## src/rtl/trace_pkg.sv

```systemverilog
`default_nettype none
// ============================================================================
// Module      : trace_pkg
// Description : Shared types and constants for the trace-capture unit:
//               controller state encoding and capture-mode codes.
// Revision    : 1.0 - initial release
// ============================================================================
package trace_pkg;

    // Controller states, explicitly encoded in two bits
    typedef enum logic [1:0] {
        ST_IDLE    = 2'd0,
        ST_CAPTURE = 2'd1,
        ST_DONE    = 2'd2
    } state_e;

    // Capture-mode codes as presented on mode_i
    localparam logic [1:0] MODE_ALL  = 2'b00;  // sample every cycle
    localparam logic [1:0] MODE_PC   = 2'b01;  // sample when PC changes
    localparam logic [1:0] MODE_CH   = 2'b10;  // sample when any channel changes
    localparam logic [1:0] MODE_RSVD = 2'b11;  // reserved, behaves as MODE_ALL

    // Reserved mode falls back to unconditional sampling
    function automatic logic mode_is_all(input logic [1:0] mode);
        return (mode == MODE_ALL) || (mode == MODE_RSVD);
    endfunction

endpackage : trace_pkg
`default_nettype wire

```

## src/rtl/trace_fifo.sv

```systemverilog
`default_nettype none
// ============================================================================
// Module      : trace_fifo
// Description : Show-ahead synchronous FIFO. The head entry is presented
//               combinationally on o_data; a pop advances to the next entry
//               on the following cycle. Flush empties the FIFO and takes
//               priority over push and pop in the same cycle. A push into a
//               full FIFO is accepted only when a pop happens alongside it.
// Revision    : 1.0 - initial release
// ============================================================================
module trace_fifo #(
    parameter int WIDTH = 8,
    parameter int DEPTH = 16
) (
    input  logic                     clock,
    input  logic                     reset,
    input  logic                     i_push,
    input  logic                     i_pop,
    input  logic                     i_flush,
    input  logic [WIDTH-1:0]         i_data,
    output logic [WIDTH-1:0]         o_data,
    output logic [$clog2(DEPTH):0]   o_count,
    output logic                     o_full,
    output logic                     o_empty
);

    localparam int AW = $clog2(DEPTH);

    logic [WIDTH-1:0] r_mem [DEPTH];
    logic [AW-1:0]    r_wr_ptr;
    logic [AW-1:0]    r_rd_ptr;
    logic [AW:0]      r_count;

    logic             w_pop;
    logic             w_push;

    assign o_full  = (r_count == (AW+1)'(DEPTH));
    assign o_empty = (r_count == '0);
    assign o_count = r_count;
    assign o_data  = r_mem[r_rd_ptr];

    // A pop needs data; a push needs space, or a pop freeing a slot this cycle
    assign w_pop  = i_pop && !o_empty;
    assign w_push = i_push && (!o_full || w_pop);

    // Storage array: written at the tail, not reset (contents are only
    // meaningful between the pointers)
    always_ff @(posedge clock) begin
        if (w_push && !i_flush && !reset) begin
            r_mem[r_wr_ptr] <= i_data;
        end
    end

    // Pointer and occupancy tracking; pointers wrap naturally at DEPTH
    always_ff @(posedge clock) begin
        if (reset || i_flush) begin
            r_wr_ptr <= '0;
            r_rd_ptr <= '0;
            r_count  <= '0;
        end else begin
            if (w_push) begin
                r_wr_ptr <= r_wr_ptr + 1'b1;
            end
            if (w_pop) begin
                r_rd_ptr <= r_rd_ptr + 1'b1;
            end
            case ({w_push, w_pop})
                2'b10:   r_count <= r_count + 1'b1;
                2'b01:   r_count <= r_count - 1'b1;
                default: r_count <= r_count;
            endcase
        end
    end

endmodule : trace_fifo
`default_nettype wire

```

## src/rtl/trace_capture.sv

```systemverilog
`default_nettype none
// ============================================================================
// Module      : trace_capture
// Description : Records per-cycle snapshots of PC, instruction and a set of
//               watched register channels into an on-chip buffer during a
//               bounded capture window started by arm_i. Samples can be taken
//               every cycle, on PC change, or on any channel change. The
//               buffer drains through a show-ahead valid/ready port.
// Revision    : 1.0 - initial release
// ============================================================================
module trace_capture
    import trace_pkg::*;
#(
    parameter int DATA_WIDTH  = 64,
    parameter int PC_WIDTH    = 64,
    parameter int NUM_CH      = 3,
    parameter int DEPTH       = 16,
    parameter int STOP_CYCLES = 750
) (
    input  logic                         clock,
    input  logic                         reset,
    input  logic [PC_WIDTH-1:0]          pc_i,
    input  logic [31:0]                  instruction_i,
    input  logic [NUM_CH*DATA_WIDTH-1:0] ch_data_i,
    input  logic [1:0]                   mode_i,
    input  logic                         arm_i,
    input  logic                         rd_ready_i,
    output logic                         rd_valid_o,
    output logic [PC_WIDTH-1:0]          rd_pc_o,
    output logic [31:0]                  rd_instr_o,
    output logic [NUM_CH*DATA_WIDTH-1:0] rd_ch_o,
    output logic [$clog2(DEPTH):0]       count_o,
    output logic                         overflow_o,
    output logic                         done_o
);

    localparam int CHW = NUM_CH * DATA_WIDTH;
    localparam int FW  = PC_WIDTH + 32 + CHW;
    // Counter must hold 0..STOP_CYCLES-1; keep at least one bit
    localparam int CW  = (STOP_CYCLES > 1) ? $clog2(STOP_CYCLES) : 1;
    localparam logic [CW-1:0] c_last_cycle = CW'(STOP_CYCLES - 1);

    state_e                 r_state;
    logic [CW-1:0]          r_cnt;
    logic [1:0]             r_mode;
    logic                   r_first;
    logic                   r_overflow;
    logic [PC_WIDTH-1:0]    r_prev_pc;
    logic [CHW-1:0]         r_prev_ch;

    logic                   w_capture;
    logic                   w_qual;
    logic                   w_push;
    logic                   w_pop;
    logic                   w_drop;
    logic                   w_full;
    logic                   w_empty;
    logic [FW-1:0]          w_wr_data;
    logic [FW-1:0]          w_rd_data;
    logic [$clog2(DEPTH):0] w_count;

    // An arm pulse restarts the window and flushes the buffer, so no sample
    // is taken in the arm cycle itself
    assign w_capture = (r_state == ST_CAPTURE) && !arm_i;

    // Sample qualifier; the first window cycle has no valid previous value
    always_comb begin
        w_qual = 1'b0;
        if (r_first || mode_is_all(r_mode)) begin
            w_qual = 1'b1;
        end else if (r_mode == MODE_PC) begin
            w_qual = (pc_i != r_prev_pc);
        end else if (r_mode == MODE_CH) begin
            w_qual = (ch_data_i != r_prev_ch);
        end
    end

    assign w_push    = w_capture && w_qual;
    assign w_pop     = rd_valid_o && rd_ready_i;
    // A qualifying sample is lost only if the buffer is full and not draining
    assign w_drop    = w_push && w_full && !w_pop;
    assign w_wr_data = {pc_i, instruction_i, ch_data_i};

    trace_fifo #(
        .WIDTH (FW),
        .DEPTH (DEPTH)
    ) u_fifo (
        .clock   (clock),
        .reset   (reset),
        .i_push  (w_push),
        .i_pop   (w_pop),
        .i_flush (arm_i),
        .i_data  (w_wr_data),
        .o_data  (w_rd_data),
        .o_count (w_count),
        .o_full  (w_full),
        .o_empty (w_empty)
    );

    // Controller: arming from any state, window counting, overflow tracking
    always_ff @(posedge clock) begin
        if (reset) begin
            r_state    <= ST_IDLE;
            r_cnt      <= '0;
            r_mode     <= MODE_ALL;
            r_first    <= 1'b0;
            r_overflow <= 1'b0;
        end else if (arm_i) begin
            r_state    <= ST_CAPTURE;
            r_cnt      <= '0;
            r_mode     <= mode_i;
            r_first    <= 1'b1;
            r_overflow <= 1'b0;
        end else begin
            case (r_state)
                ST_CAPTURE: begin
                    r_first <= 1'b0;
                    if (w_drop) begin
                        r_overflow <= 1'b1;
                    end
                    if (r_cnt == c_last_cycle) begin
                        r_state <= ST_DONE;
                    end else begin
                        r_cnt <= r_cnt + 1'b1;
                    end
                end
                ST_IDLE, ST_DONE: begin
                    r_state <= r_state;
                end
                default: begin
                    r_state <= ST_IDLE;
                end
            endcase
        end
    end

    // Previous-cycle copies of the watched values for change detection
    always_ff @(posedge clock) begin
        if (reset) begin
            r_prev_pc <= '0;
            r_prev_ch <= '0;
        end else begin
            r_prev_pc <= pc_i;
            r_prev_ch <= ch_data_i;
        end
    end

    assign rd_valid_o = !w_empty;
    assign rd_pc_o    = w_rd_data[FW-1 -: PC_WIDTH];
    assign rd_instr_o = w_rd_data[CHW +: 32];
    assign rd_ch_o    = w_rd_data[CHW-1:0];
    assign count_o    = w_count;
    assign overflow_o = r_overflow;
    assign done_o     = (r_state == ST_DONE);

endmodule : trace_capture
`default_nettype wire

```

## config.mk

```make
export PLATFORM = sky130hd
export DESIGN_NAME = trace_capture
export DESIGN_NICKNAME = d
export VERILOG_FILES = /design/src/rtl/trace_pkg.sv /design/src/rtl/trace_fifo.sv /design/src/rtl/trace_capture.sv
export SDC_FILE = /design/constraint.sdc
export NUM_CORES = 2
export LEC_CHECK = 0
export ABC_AREA = 0
export BUFFER_PORTS_ARGS = -buffer_cell sky130_fd_sc_hd__buf_4
export CAP_MARGIN = 5
export CORE_UTILIZATION = 25
export DETAILED_ROUTE_END_ITERATION = 7
export PLACE_DENSITY = 0.47
export SLEW_MARGIN = 20
export SYNTH_ARGS = -nofsm -noshare
export SYNTH_HDL_FRONTEND = slang
export SYNTH_MEMORY_MAX_BITS = 65536
export SYNTH_SLANG_ARGS = --single-unit
```

## constraint.sdc

```tcl
create_clock -name clock -period 47.3 [get_ports clock]
set_input_delay 2.365 -clock clock [delete_from_list [all_inputs] [get_ports clock]]
set_output_delay 2.365 -clock clock [all_outputs]
set_load 0.03 [all_outputs]
```

Yosys cells after proc, flatten, opt, wreduce, memory -nomap -nowiden
Memory sizes are Yosys's and may differ from the RTL's. A register that Yosys moved wholly into a read port is not among the register bits.
Index checks and enable logic that the tools add are counted.
Cells by class
  equality and inequality tests: 14
  add/subtract/negate cells: 5
  reductions and logical operators: 29
  bitwise gates (word level): 2
  muxes and demuxes: 13
Operator list (number)
  != test 192 bit: 1
  != test 64 bit: 1
  adder 10 x 1 -> 10 bit (second input constant): 1
  equality test 10 bit (second input constant): 1
  case mux 5 bit (2 select lines): 1
  logical AND 1 bit: 9
  adder 4 x 1 -> 4 bit (second input constant): 2
  equality test 2 bit (second input constant): 4
  two-way mux 1 bit: 8
  two-way mux 4 bit: 2
  AND reduction 2 bit: 4
  equality test 2 x 1 -> 1 bit (second input constant): 3
  adder 5 x 1 -> 5 bit (second input constant): 1
  equality test 5 bit (second input constant): 1
  zero test 1 bit: 5
  zero test 5 bit: 1
  subtractor 5 x 1 -> 5 bit (second input constant): 1
  zero test 2 bit: 2
  logical OR 1 bit: 4
  case mux 2 bit (2 select lines): 1
  nonzero test 2 bit: 2
  OR reduction 2 bit: 2
  != test 3 x 2 -> 1 bit (second input constant): 1
  two-way mux 2 bit: 1
  3 further kinds: 4
Word-level totals
  flip-flop bits (word level): 285
  memories kept: 1
  input port bits: 294
  output and inout port bits: 296
  logic and storage cells: 75
  bits in writable memories: 4608
Memory list
  u_fifo.r_mem: depth 16, width 288, rd ports 1, clocked after memory_dff 1, wr ports 1, line trace_fifo.sv:29  | logic [WIDTH-1:0] r_mem [DEPTH];

Logic depth before layout (Yosys ltp)
  word-level depth: 10
  gate-level depth with buffers: 19
  mapped depth without buffers: 18

Cells and area by module
A second synthesis with hierarchy kept.
Unflattened totals
  cell total of the unflattened synthesis: 8136
  area total of the unflattened synthesis: 182956.7 um2
Modules (own cells, without submodules)
  trace_fifo: times used 1, cells each 7157, area an instance 172585.5 um2
  trace_capture: times used 1, cells each 979, area an instance 10371.2 um2

Worst setup path after synthesis
Ideal clock, no wire load.
  path kind: input -> register
  start: in arm_i
  end: mem u_fifo.r_mem[11][0] (netlist bit), enable pin
  setup time: 974 ps
  data required time: 46326 ps
  slack: 30457 ps
  stages on the path: 7
  data arrival time: 15869 ps
  cell sequence: clkbuf_1 -> o311a_1 -> nand4_1 -> nor4_1 -> nand4_1 -> nand3_1 -> nor2b_1
Between the ends
  longest elaborated chain between the ends: 8
Ends and longest elaborated chain
  start: declaration: line trace_capture.sv:26  | input logic arm_i,
  zero test 1 bit *: line trace_fifo.sv:49, trace_capture.sv:64
  logical AND 1 bit: line trace_capture.sv:64  | assign w_capture = (r_state == ST_CAPTURE) && !arm_i;
  logical AND 1 bit: line trace_capture.sv:78  | assign w_push = w_capture && w_qual;
  logical AND 1 bit: line trace_fifo.sv:44  | assign w_push = i_push && (!o_full || w_pop);
  logical AND 1 bit * (2 in a row): line trace_fifo.sv:49  | if (w_push && !i_flush && !reset) begin
  two-way mux 1 bit *: line trace_fifo.sv:49
  two-way mux 1 bit (implied by the code) *: line trace_fifo.sv:50  | r_mem[r_wr_ptr] <= i_data;
  end: declaration: line trace_fifo.sv:29
Every way passes the cells marked *; elsewhere a longest branch is shown, timed or not.

==> impl_metrics.env <==
export IMPL_run_status="complete, no violations"
export IMPL_cts_root_buf="clkbuf_16"
export IMPL_endpoint_kind="output port"
export IMPL_pwr_density_cell_nw_per_um2=42.0
export IMPL_maxCapViolations=0
export IMPL_worstPathArrival_ns=8.18
export IMPL_fp_dieArea_um2=739000
export IMPL_worst_ep_required_time_ns=44.94
export IMPL_synth_area_leader_cell="edfxtp_1"
export IMPL_cts_tree="done"
export IMPL_worstSkewPairLatency_ns=1.09
export IMPL_placement_setup_worst_slack_ns=37.23
export IMPL_worst_slew_margin_rel_pct=14.2
export IMPL_drt_drc_violations_left=0
export IMPL_holdCritStartpoint="overflow_o"
export IMPL_r2r_endpoint="u_fifo.r_mem[14][132]"
export IMPL_ys_ff_latch=4897
export IMPL_dr_max_layer_used="met5"
export IMPL_io_pin_count=590
export IMPL_holdBufCountCts=0
export IMPL_min_path_cells=1
export IMPL_final_min_period_over_clock_period_pct=22.3
export IMPL_avgViaCountPerCell=4.46
export IMPL_yosys_cell_types_count=46
export IMPL_post_synthesis_cell_area_um2=184000
export IMPL_grt_antenna_before_repair=153
export IMPL_synthCells=7538
export IMPL_synth_yosys_seq_area_share_pct=78.4
export IMPL_tritoncts_num_buffers=551
export IMPL_yosys_top_cells_count="edfxtp_1 (4608), mux4_2 (1421), dfxtp_1 (289)"
export IMPL_cts_max_path_buffers=4
export IMPL_rows=314
export IMPL_first_global_vias=88140
export IMPL_grt_util_all_layers_pct=14.7
export IMPL_p_int_w=0.00721
export IMPL_floorplan_core_area_um2=732000
export IMPL_syn_area_per_cell_um2=24.4
export IMPL_wl_per_cell_um=29.8
export IMPL_met3WireLength_um=39200
export IMPL_period_needed_ns=10.54
export IMPL_hold_path_class="flip-flop to flip-flop"
export IMPL_worst_pin_slew_ns=1.29
export IMPL_dpl_cell_count=17756
export IMPL_reg2reg_setup_slack_ns=40.54
export IMPL_power_sequential_fraction_pct=51.8
export IMPL_grt_first_pass_wirelength_um=759000
export IMPL_critPathKind="flip-flop to output port"
export IMPL_layout_setup_ws_ns=36.76
export IMPL_yosys_warnings=0
export IMPL_stdcell_area_um2=219000
export IMPL_synth_async_sr_flop_share_pct=0
export IMPL_finalNonFillerCells=18813
export IMPL_share_of_final_layout_standard_cells_stronger_than_drive_strength_1_pct=33.9
export IMPL_reg2regPathDepth=13
export IMPL_swShare_pct=21.6
export IMPL_net_switching_power_of_the_design_w=0.00198
export IMPL_rsz0062_at_grt="false"
export IMPL_layout_filler_cells=70148
export IMPL_irDropWorstVdd_uv=36.4
export IMPL_met2WireLength_um=275000
export IMPL_report_final_hold_viol_count=0
export IMPL_post_cts_resized_instances=0
export IMPL_critPathMaxFanout=91
export IMPL_setup_worst_path_start_class="flip-flop"
export IMPL_detail_route_antenna_nets=0
export IMPL_leakage_component_of_the_power_nw=65.9
export IMPL_synth_most_common_cell="edfxtp_1"
export IMPL_hold_path_end="overflow_o"
export IMPL_drtIter0Drc=7547
export IMPL_clkSinkCount=4897
export IMPL_clockPowerShare_pct=45.4
export IMPL_post_dp_hpwl_um=321000
export IMPL_netlist_top_cells_area="edfxtp_1 (75%), mux4_2 (17%), dfxtp_1 (3.1%)"
export IMPL_max_clock_freq_ghz=0.0948
export IMPL_finClkSkew_ns=0.0641
export IMPL_layout_area_overhead_vs_synth_pct=19.0
export IMPL_multi_input_comb_area_um2=38300
export IMPL_port_buffer_count=589
export IMPL_floorplan_initialDensity_pct=25.1
export IMPL_register_area_um2=144000
export IMPL_fin_nets=8824
export IMPL_die_outline_width_um=860
export IMPL_synth_net_count=7846
export IMPL_timing_hold_ws_ns=0.494
export IMPL_post_cts_repair_setup_buffers=0
export IMPL_number_of_synthesized_flops_with_an_enable_pin=4608
export IMPL_grt_overflow_total=0
export IMPL_place_congestion=0.720
export IMPL_setup_viol=0
export IMPL_wl_met1_um=232000
export IMPL_setup_tns_final_ns=0
export IMPL_detail_route_first_pass_iterations=8
export IMPL_grt_max_degree=151
export IMPL_vias=83848
export IMPL_ys_flop_type="edfxtp_1"
export IMPL_rr_startpoint="r_prev_ch[163]"
export IMPL_pwr_share_comb_pct=2.8
export IMPL_die_height_um=860
export IMPL_totalWireLength_um=561000
export IMPL_place_area_um2=201000
export IMPL_clk_pin_slew_worst_setup_hold_paths_ns=0.06
export IMPL_cts_htree_levels=6
export IMPL_netlist_area_leader_share_pct=75.2
export IMPL_report_final_slew_viol_count=0
## metal layers
metal  vias to the layer above  global-route usage [%]
met5                         -                       0
met4                        78                    3.83
met3                       818                    4.01
met2                      2541                    24.7
met1                     46207                    18.9
li1                      34204                       -
## sequential cells by signal, indices dropped and copies added (netlist names), named ones only
signal and cells:
r_cnt 10, r_first 1, u_fifo.o_count 5, r_prev_pc 64
u_fifo.r_rd_ptr 4, r_mode 2, overflow_o 1, r_state 2
u_fifo.r_wr_ptr 4, r_prev_ch 192, u_fifo.r_mem 4608
## stage by stage
stage               utilization, %  power (W)
CTS                           29.9    0.00932
detailed placement            27.5    0.00512
floorplan                        -    0.00494
global route                  29.9    0.00948
global placement              27.4    0.00511
finish                        29.9    0.00920
## worst max-delay path, stage by stage (launching register included)
cell and delay, ns:
dfxtp_4 0.96, buf_4 0.84, buf_12 0.64, buf_4 0.68, buf_12 0.60, buf_12 0.62
buf_4 0.48, buf_16 0.31, mux4_2 0.56, mux4_2 0.62, buf_4 0.22
## cell usage in the layout (no fill, tap or decap), drive strengths merged, types with 3 or more instances in the layout
cell type  netlist  final
a2111o           3      3
a211oi          20     20
a21oi           28     28
and2             3      3
and3            15     15
buf            184    788
bufinv           0     26
clkbuf         179    729
clkinv           0    213
clkinvlp         0     12
dfxtp          289    289
diode            0     43
edfxtp        4608   4608
ha              13     13
inv             20     51
mux2i           24     24
mux4          1421   1421
nand2            7      7
nand2b          15     15
nand3           11     11
nand4           24     24
nor2            42     42
nor2b          282    282
nor3             9      9
nor4            55     55
o2111ai          5      5
o21ai            5      5
or3              3      3
xnor2           45     45
xor2           210    210
## power by group through the flow
stage	Sequential [W]	Combinational [W]	Clock, W
6_report	0.00476	0.000255	0.00418
4_1_cts	0.00476	0.000269	0.00429
3_3_place_gp	0.00485	0.000261	0
3_5_place_dp	0.00485	0.000268	0
2_1_floorplan	0.00486	0.0000854	0
5_1_grt	0.00476	0.000276	0.00444
## cells by family after synthesis
| kind of cell | Yosys count | share of synthesized area [%] |
|---|---|---|
| AND/OR/NAND/NOR | 476 | 1.55 |
| flip-flops | 4897 | 78.4 |
| XOR/XNOR | 255 | 1.21 |
| adder cells (fa/ha/maj) | 14 | 0.0993 |
| AO/OA/AOI/OAI | 68 | 0.249 |
| buffers and inverters | 383 | 0.965 |
| multiplexers | 1445 | 17.5 |
## layout make-up
class / count / share of cell area [%]
clock buffer: 729 / 6.80
antenna: 43 / 0.0492
multi-input combinational: 2258 / 17.5
timing repair buffer: 788 / 2.91
tap: 9796 / 5.60
sequential: 4897 / 65.9
clock inverter: 282 / 1.26
inverter: 20 / 0.0343
## worst max path at each step
stage          depth (start not counted)  slack [ns]                     to      startpoint
2_1_floorplan                          7       30.46    u_fifo.r_mem[11][0]           arm_i
3_3_place_gp                          14       37.16  u_fifo.r_mem[15][162]  ch_data_i[131]
3_5_place_dp                           9       37.23            rd_ch_o[70]       flip-flop
4_1_cts                                9       36.05            rd_ch_o[70]       flip-flop
5_1_grt                               10       35.86            rd_ch_o[70]       flip-flop
6_report                              10       36.76            rd_ch_o[70]       flip-flop
(Power assumes the default switching activity.)
